<file path="config.mk">
export PLATFORM = sky130hd
export DESIGN_NAME = rotor_sched
export DESIGN_NICKNAME = d
export VERILOG_FILES = /design/src/rtl/rotor_pkg.sv /design/src/rtl/rotor_rr_arb.sv /design/src/rtl/rotor_sched.sv
export SDC_FILE = /design/constraint.sdc
export NUM_CORES = 1
export LEC_CHECK = 0
export CAP_MARGIN = 10
export CORE_MARGIN = 2
export CORE_UTILIZATION = 42
export CTS_CLUSTER_SIZE = 40
export DETAILED_ROUTE_END_ITERATION = 10
export GPL_TIMING_DRIVEN = 0
export PLACE_DENSITY_LB_ADDON = 0.1
export SLEW_MARGIN = 20
export SYNTH_ARGS = -nofsm -noshare
export SYNTH_HDL_FRONTEND = slang
export SYNTH_SLANG_ARGS = --single-unit
export TNS_END_PERCENT = 5
</file>
<file path="constraint.sdc">
create_clock -name clk -period 3.75 [get_ports clk]
set_clock_uncertainty 0.1 [all_clocks]
set_input_delay 0.375 -clock clk [delete_from_list [all_inputs] [get_ports clk]]
set_output_delay 0.375 -clock clk [all_outputs]
set_load 0.005 [all_outputs]
</file>
<file path="src/rtl/rotor_pkg.sv">
// rotor_pkg -- shared types and constants for the rotor scheduler.
//   state_e   : scheduler FSM encoding
//   DIR_*     : rotate direction encoding of req_dir bits
//   ROT_W     : rotor register width
//   AMT_W     : rotate count width
//   NUM_REQ   : number of requesters
package rotor_pkg;

  typedef enum logic [1:0] {
    S_IDLE,
    S_LOAD,
    S_ROTATE,
    S_RESP
  } state_e;

  localparam logic DIR_LEFT  = 1'b0;
  localparam logic DIR_RIGHT = 1'b1;

  localparam int unsigned ROT_W   = 8;
  localparam int unsigned AMT_W   = 3;
  localparam int unsigned NUM_REQ = 2;

endpackage

</file>
<file path="src/rtl/rotor_rr_arb.sv">
// rotor_rr_arb -- 2-way round-robin arbiter.
//   clk, rst_n  : clock, async active-low reset
//   req_i       : request vector (bit i = requester i)
//   advance_i   : grant consumed this cycle; records grant_o as last grant
//   valid_o     : some request is present
//   grant_o     : index of granted requester
// last_grant resets to 1 so requester 0 wins the first conflict.
module rotor_rr_arb
  import rotor_pkg::*;
(
  input  logic               clk,
  input  logic               rst_n,
  input  logic [NUM_REQ-1:0] req_i,
  input  logic               advance_i,
  output logic               valid_o,
  output logic               grant_o
);

  logic last_q;

  always_comb begin
    valid_o = |req_i;
    case (req_i)
      2'b10:   grant_o = 1'b1;
      2'b11:   grant_o = ~last_q;
      default: grant_o = 1'b0;
    endcase
  end

  always_ff @(posedge clk or negedge rst_n) begin
    if (!rst_n) begin
      last_q <= 1'b1;
    end else if (advance_i) begin
      last_q <= grant_o;
    end
  end

endmodule

</file>
<file path="src/rtl/rotor_sched.sv">
// rotor_sched -- arbitrates two requesters onto an external rotate register.
//   clk, rst_n          : clock, async active-low reset
//   req_valid/req_ready : per-requester command handshake
//   req_load/dir/amt/data : per-requester command fields
//   rot_load/right/left, rot_in : rotor control strobes and load data
//   rot_out             : current rotor value
//   rsp_valid/ready/id/data : result handshake
//   busy                : FSM not in IDLE
module rotor_sched
  import rotor_pkg::*;
(
  input  logic                     clk,
  input  logic                     rst_n,
  input  logic [NUM_REQ-1:0]       req_valid,
  output logic [NUM_REQ-1:0]       req_ready,
  input  logic [NUM_REQ-1:0]       req_load,
  input  logic [NUM_REQ-1:0]       req_dir,
  input  logic [NUM_REQ*AMT_W-1:0] req_amt,
  input  logic [NUM_REQ*ROT_W-1:0] req_data,
  output logic                     rot_load,
  output logic                     rot_right,
  output logic                     rot_left,
  output logic [ROT_W-1:0]         rot_in,
  input  logic [ROT_W-1:0]         rot_out,
  output logic                     rsp_valid,
  input  logic                     rsp_ready,
  output logic                     rsp_id,
  output logic [ROT_W-1:0]         rsp_data,
  output logic                     busy
);

  state_e             state_q, state_d;
  logic [AMT_W-1:0]   cnt_q, cnt_d;
  logic [AMT_W-1:0]   amt_q, amt_d;
  logic               dir_q, dir_d;
  logic               id_q, id_d;
  logic [ROT_W-1:0]   data_q, data_d;

  logic               arb_valid;
  logic               gnt;
  logic               accept;
  logic               sel_load;
  logic [AMT_W-1:0]   sel_amt;

  assign accept   = (state_q == S_IDLE) && arb_valid;
  assign sel_load = req_load[gnt];
  assign sel_amt  = gnt ? req_amt[2*AMT_W-1:AMT_W] : req_amt[AMT_W-1:0];

  rotor_rr_arb u_arb (
    .clk       (clk),
    .rst_n     (rst_n),
    .req_i     (req_valid),
    .advance_i (accept),
    .valid_o   (arb_valid),
    .grant_o   (gnt)
  );

  always_comb begin
    state_d   = state_q;
    cnt_d     = cnt_q;
    amt_d     = amt_q;
    dir_d     = dir_q;
    id_d      = id_q;
    data_d    = data_q;
    req_ready = '0;
    rot_load  = 1'b0;
    rot_right = 1'b0;
    rot_left  = 1'b0;
    rot_in    = '0;
    rsp_valid = 1'b0;
    rsp_id    = 1'b0;
    rsp_data  = '0;
    busy      = (state_q != S_IDLE);

    case (state_q)
      S_IDLE: begin
        if (arb_valid) begin
          req_ready[gnt] = 1'b1;
          amt_d  = sel_amt;
          dir_d  = req_dir[gnt];
          id_d   = gnt;
          data_d = gnt ? req_data[2*ROT_W-1:ROT_W] : req_data[ROT_W-1:0];
          cnt_d  = sel_amt;
          if (sel_load)            state_d = S_LOAD;
          else if (sel_amt != '0)  state_d = S_ROTATE;
          else                     state_d = S_RESP;
        end
      end
      S_LOAD: begin
        rot_load = 1'b1;
        rot_in   = data_q;
        cnt_d    = amt_q;
        state_d  = (amt_q != '0) ? S_ROTATE : S_RESP;
      end
      S_ROTATE: begin
        rot_left  = (dir_q == DIR_LEFT);
        rot_right = (dir_q == DIR_RIGHT);
        cnt_d     = cnt_q - 1'b1;
        if (cnt_q == AMT_W'(1)) state_d = S_RESP;
      end
      S_RESP: begin
        rsp_valid = 1'b1;
        rsp_id    = id_q;
        rsp_data  = rot_out;
        if (rsp_ready) state_d = S_IDLE;
      end
      default: state_d = S_IDLE;
    endcase
  end

  always_ff @(posedge clk or negedge rst_n) begin
    if (!rst_n) begin
      state_q <= S_IDLE;
      cnt_q   <= '0;
      amt_q   <= '0;
      dir_q   <= 1'b0;
      id_q    <= 1'b0;
      data_q  <= '0;
    end else begin
      state_q <= state_d;
      cnt_q   <= cnt_d;
      amt_q   <= amt_d;
      dir_q   <= dir_d;
      id_q    <= id_d;
      data_q  <= data_d;
    end
  end

endmodule

</file>
==> flow_summary_export.csv <==
group,metric,value,unit
global_routing,gr-total-overflow,0,
cells_and_area,fin_nets,239,
timing,slew_headroom,43.45,%
worst_setup_path,crit_path_max_fanout,10,
synthesis,synthArstFlopShare,100.0,%
synthesis,syn-cell-area,1209,sq um
clocking,tritoncts.num_buffers,3,
clocking,h-tree-depth,1,
outcome,status,"complete, no violations",
clocking,post-cts-setup-buffer-count,0,
clocking,clk_pin_slew_worst_paths,120,ps
synthesis,netlist_top_cells_area,"dfrtp_1 (37%), mux2i_1 (12%), and2_1 (9.8%)",
synthesis,synthFlopType,"dfrtp_1",
flow_run,cap_viol_max_count,0,
worst_setup_path,critical_path_class,"input pin to output pin",
timing,drv_slew,0,
die,die_y,57.65,um
die,dieArea,3323,sq um
place,place.gp.congestion,0.8379,
detailed_routing,wire_per_inst,13.92,um
hold_path,hp-class,"flop to flop",
detailed_routing,wl,3104,um
die,start_util,44.21,%
die,io_pins,63,
timing,min_period,2680,ps
detailed_routing,dr.first_iter.drc_count,32,
detailed_routing,dr_wl_met3,159,um
synthesis,synth_top_area_cell,"dfrtp_1",
global_routing,grt_antenna_before_repair,0,
place,placed_cell_area,1868,sq um
place,dp_hpwl,2539,um
synthesis,yosysWarnings,0,
cells_and_area,layout_common_cells,"clkdlybuf4s50_1 (62), and2_1 (19), dfrtp_1 (18)",
synthesis,synth_nets,172,
synthesis,avgSynthCellArea,9.593,sq um
power,total_power,1.223,mW
worst_setup_path,cp-start-kind,"input pin",
clocking,clockBufferDepth,2,
detailed_routing,final_antenna_net_count,0,
clocking,hold_buffers,0,
timing,max_freq,373.1,MHz
cells_and_area,area_delta_synth_final,56.73,%
power,pwr-share-clk,8.7,%
worst_setup_path,cp.required,3270,ps
synthesis,synth_edf_count,0,
die,num_rows,19,
power,switching_share,37.84,%
power,internal-power,759.9,uW
die,core,2734,sq um
clocking,clock-sinks,19,
timing,fin_setup_tns,0,ps
worst_setup_path,end_kind,"output pin",
detailed_routing,met1_length,1225,um
detailed_routing,viasPerCell,5.157,
cells_and_area,final_common_cell,"clkdlybuf4s50_1",
clocking,post_cts_resized,0,
timing,tightestPinTransition,845.6,ps
worst_setup_path,arrival,2210,ps
cells_and_area,diodes,0,
clocking,cts_root_buffer,"clkbuf_4",
synthesis,ys_ff_latch,19,
power,p_comb_share,60.1,%
global_routing,grt_pass1_vias,1152,
place,port_buffers,62,
global_routing,grt_use_total,19.87,%
detailed_routing,top_layer,"met4",
clocking,clk_latency,290,ps
synthesis,synthCells,126,
power,p_seq_share,31.1,%
detailed_routing,met2_length,1678,um
die,die_x,57.65,um
cells_and_area,drive_above_1_share,4.688,%
global_routing,grt_max_degree,20,
power,p_per_area,645.4,nW/um^2
synthesis,yosys.cell_types.count,32,
detailed_routing,dr_total_vias,1150,
timing,setup_viol,0,
global_routing,grt_pass1_wl,5257,um
power,leakagePower,0.8461,nW
clocking,cts_tree,"yes",
timing,min_period_over_period,71.47,%
detailed_routing,drtPass1Iterations,4,
timing,rsz0062_at_grt,"no",
synthesis,yosysTopAreaCellShare,37.27,%
cells_and_area,stdcell_area,1894,sq um
timing,finalHoldViolations,0,
power,p_sw,462.6,uW
detailed_routing,route.detailed.drc,0,
power,ir_drop,0.4069,mV
synthesis,ys_seq_area_share,39.44,%
## state kept, by name, summed over array words and instances (netlist names)
register,count
id_q,1
state_q,2
amt_q,3
cnt_q,3
data_q,8
dir_q,1
u_arb.last_q,1
## worst max-delay path, cell delays in order
cell and delay, ps:
clkdlybuf4s50_1 510, a21boi_4 300, buf_4 260, and2_1 230, clkdlybuf4s50_1 530
## cells by family after synthesis
family	after synthesis	synth area share [%]
compound gates	27	15.32
fa+ha+maj	7	7.246
buf+inv	12	4.038
flops	19	39.44
mux	16	13.46
simple gates	45	20.50
## cell usage after synthesis, drive strengths merged, types with 2 or more instances
cell type,count
nor3,2
mux2,2
mux2i,14
ha,7
clkbuf,3
inv,8
o21ai,14
and2,19
nand2,15
dfrtp,18
a21o,4
## power by group through the flow
stage          combinational, mW  sequential (mW)  clock, mW
5_1_grt                    0.816            0.396      0.118
2_1_floorplan              0.445            0.366          0
3_5_place_dp               0.740            0.386          0
6_report                   0.735            0.381      0.107
3_3_place_gp               0.719            0.379          0
4_1_cts                    0.744            0.381      0.113
## layout make-up
cell class | count | area (sq um)
Sequential cell | 19 | 476.7
Inverter | 8 | 30.03
Timing Repair Buffer | 62 | 620.6
Fill cell | 210 | 839.6
Buffer | 4 | 18.77
Clock buffer | 4 | 26.28
Tap cell | 31 | 38.79
Multi-Input combinational cell | 95 | 683.2
## per-layer routing
metal  vias up  track usage (%)
met5         -                0
met4         0            3.987
met3         4            4.018
met2        31            37.50
met1       548            23.13
li1        567                -
## path summary, 6_finish.rpt
kind / from / endpoint / slack [ps] / depth (start not counted)
hold reg to reg: data_q[3] / data_q[3] / 390 / 2
min in group asynchronous: rst_n / cnt_q[2] / 450 / 1
max in group asynchronous: rst_n / data_q[1] / 2580 / 1
setup / recovery: req_valid[1] / req_ready[1] / 1070 / 5
setup reg to reg: state_q[0] / state_q[1] / 1820 / 6
hold / removal: data_q[3] / data_q[3] / 390 / 2
## stage by stage
step           instances  setup WS, ps  utilization (%)  hold WS, ps
2_1_floorplan        126          2143                -       -20.59
3_3_place_gp         219          1099            68.33        355.5
3_5_place_dp         219          1093            68.33        366.9
4_1_cts              223          1076            69.29        395.0
5_1_grt              223         970.3            69.29        430.9
6_report             223          1070            69.29        389.0
Note: power is estimated with default switching activity, not from simulation.
==> edit, RTL diff (same flow settings) <==
Reset style: synchronous (`rst_n`), changed in 2 clocked blocks. Comments in the files are not updated.
--- a/src/rtl/rotor_rr_arb.sv
+++ b/src/rtl/rotor_rr_arb.sv
@@ -27,7 +27,7 @@
     endcase
   end
 
-  always_ff @(posedge clk or negedge rst_n) begin
+  always_ff @(posedge clk) begin
     if (!rst_n) begin
       last_q <= 1'b1;
     end else if (advance_i) begin
--- a/src/rtl/rotor_sched.sv
+++ b/src/rtl/rotor_sched.sv
@@ -108,7 +108,7 @@
     endcase
   end
 
-  always_ff @(posedge clk or negedge rst_n) begin
+  always_ff @(posedge clk) begin
     if (!rst_n) begin
       state_q <= S_IDLE;
       cnt_q   <= '0;
Check against the original RTL: differs if rst_n is asserted again (counterexample within 4 cycles, from zero or initial values and one cycle with rst_n low); with rst_n held inactive, the same outputs for 10 cycles.
==> edit against the original RTL <==
- die area about the same
- routed wire length increased by 2.4%
- final area rose by 0.13%
- highest routed layer unchanged
- largest cell class unchanged
- area after synthesis rose by 0.10%
- count of clock-buffer cells in the layout is 1 lower
- sequential cell count stayed put
- final cell count is 6.3% higher
- setup slack better by 0.017 ns
- power is 24% lower
==> edit: results <==
export IMPL_status="finished clean"
export IMPL_m1WireLength_mm=1.35
export IMPL_ys_seq_area_frac=0.314
export IMPL_synth_cell_area_um2=1210
export IMPL_multi_input_gates=106
export IMPL_place_gp_congestion=0.796
export IMPL_wl_mm=3.18
export IMPL_drt_initial_drc_count=57
export IMPL_dp_cells=233
export IMPL_reg2reg_to="state_q[0]"
export IMPL_multi_input_area_um2=768
export IMPL_wl_met3_um=319
export IMPL_n_fill_cell=218
export IMPL_peakVddDrop_uv=348
export IMPL_r2r_start="state_q[0]"
export IMPL_whs_ns=0.369
export IMPL_clock_fmax_mhz=376
export IMPL_signal_buffers=68
export IMPL_wl_per_cell_um=13.4
export IMPL_ys_types=32
export IMPL_gr_usage_all_layers=0.196
export IMPL_final_area_um2=1900
export IMPL_hpwl_mm=2.52
export IMPL_largestRegisters="data_q (8), amt_q (3), cnt_q (3)"
export IMPL_synth_avg_cell_area_um2=8.64
export IMPL_first_global_vias=1152
export IMPL_nNetsFinal=253
export IMPL_vias=1252
export IMPL_grt_max_degree=12
export IMPL_p_leak_nw=0.836
export IMPL_nonClockInverterCount=9
export IMPL_place_ws_ns=1.11
export IMPL_crit_arrival_ns=2.19
export IMPL_wl_met2_mm=1.48
export IMPL_min_from="id_q"
export IMPL_path_delay_family="buffers and inverters"
export IMPL_cp_slowest_cell="clkdlybuf4s50_1"
export IMPL_grt_util_met1=0.260
export IMPL_grt_pass1_wl_mm=5.17
export IMPL_clkCellAreaFrac=0.0145
export IMPL_hold_end="id_q"
export IMPL_grt_met3_usage=0.0446
export IMPL_bufAreaShareNonClock=0.342
export IMPL_syn_num_nets=186
export IMPL_drtPass1Iterations=4
export IMPL_ys_flop_type="dfxtp_1"
export IMPL_relSlewSlack=0.548
export IMPL_drive_above_1_share=0.0485
export IMPL_clock_buffers=3
export IMPL_regArea_um2=380
export IMPL_clk_pin_slew_ns=0.11
export IMPL_yosys_top_cells_count="and2_1, dfxtp_1, nand2_1, mux2i_1"
export IMPL_ys_async_sr_fraction=0
export IMPL_synth_area_leaders="dfxtp_1, and2_1, mux2i_1, o211a_1, ha_1"
export IMPL_grtUsageMet2=0.317
## edit: cell types whose count changed after synthesis, moves of 2 or more
cell	delta
nor3b_1	+2
nor2_1	+7
dfrtp_1	-18
dfxtp_1	+19
nand2_1	+4
o2111ai_1	+2
a21boi_0	+2
a21o_1	-4
nand2b_1	+2
o21ai_0	-9
mux2i_1	-4
o211a_1	+9
## edit: cell families (layout without fill, tap and decap cells)
kind of cell / Yosys count / count (layout) / share of synthesized area
compound gates: 28 / 28 / 0.206
xor+xnor: 1 / 1 / 0.00724
fa+ha+maj: 7 / 7 / 0.0724
buf+inv: 15 / 81 / 0.0507
flops: 19 / 19 / 0.314
mux: 12 / 12 / 0.101
simple gates: 58 / 58 / 0.248
## edit: report_power, final
group / internal [mW] / leakage (nW) / switching, mW / total (mW)
Clock: 0.0396 / 0.0177 / 0.0632 / 0.103
Sequential: 0.275 / 0.158 / 0.0487 / 0.323
Combinational: 0.259 / 0.661 / 0.245 / 0.504
Total: 0.573 / 0.836 / 0.357 / 0.931
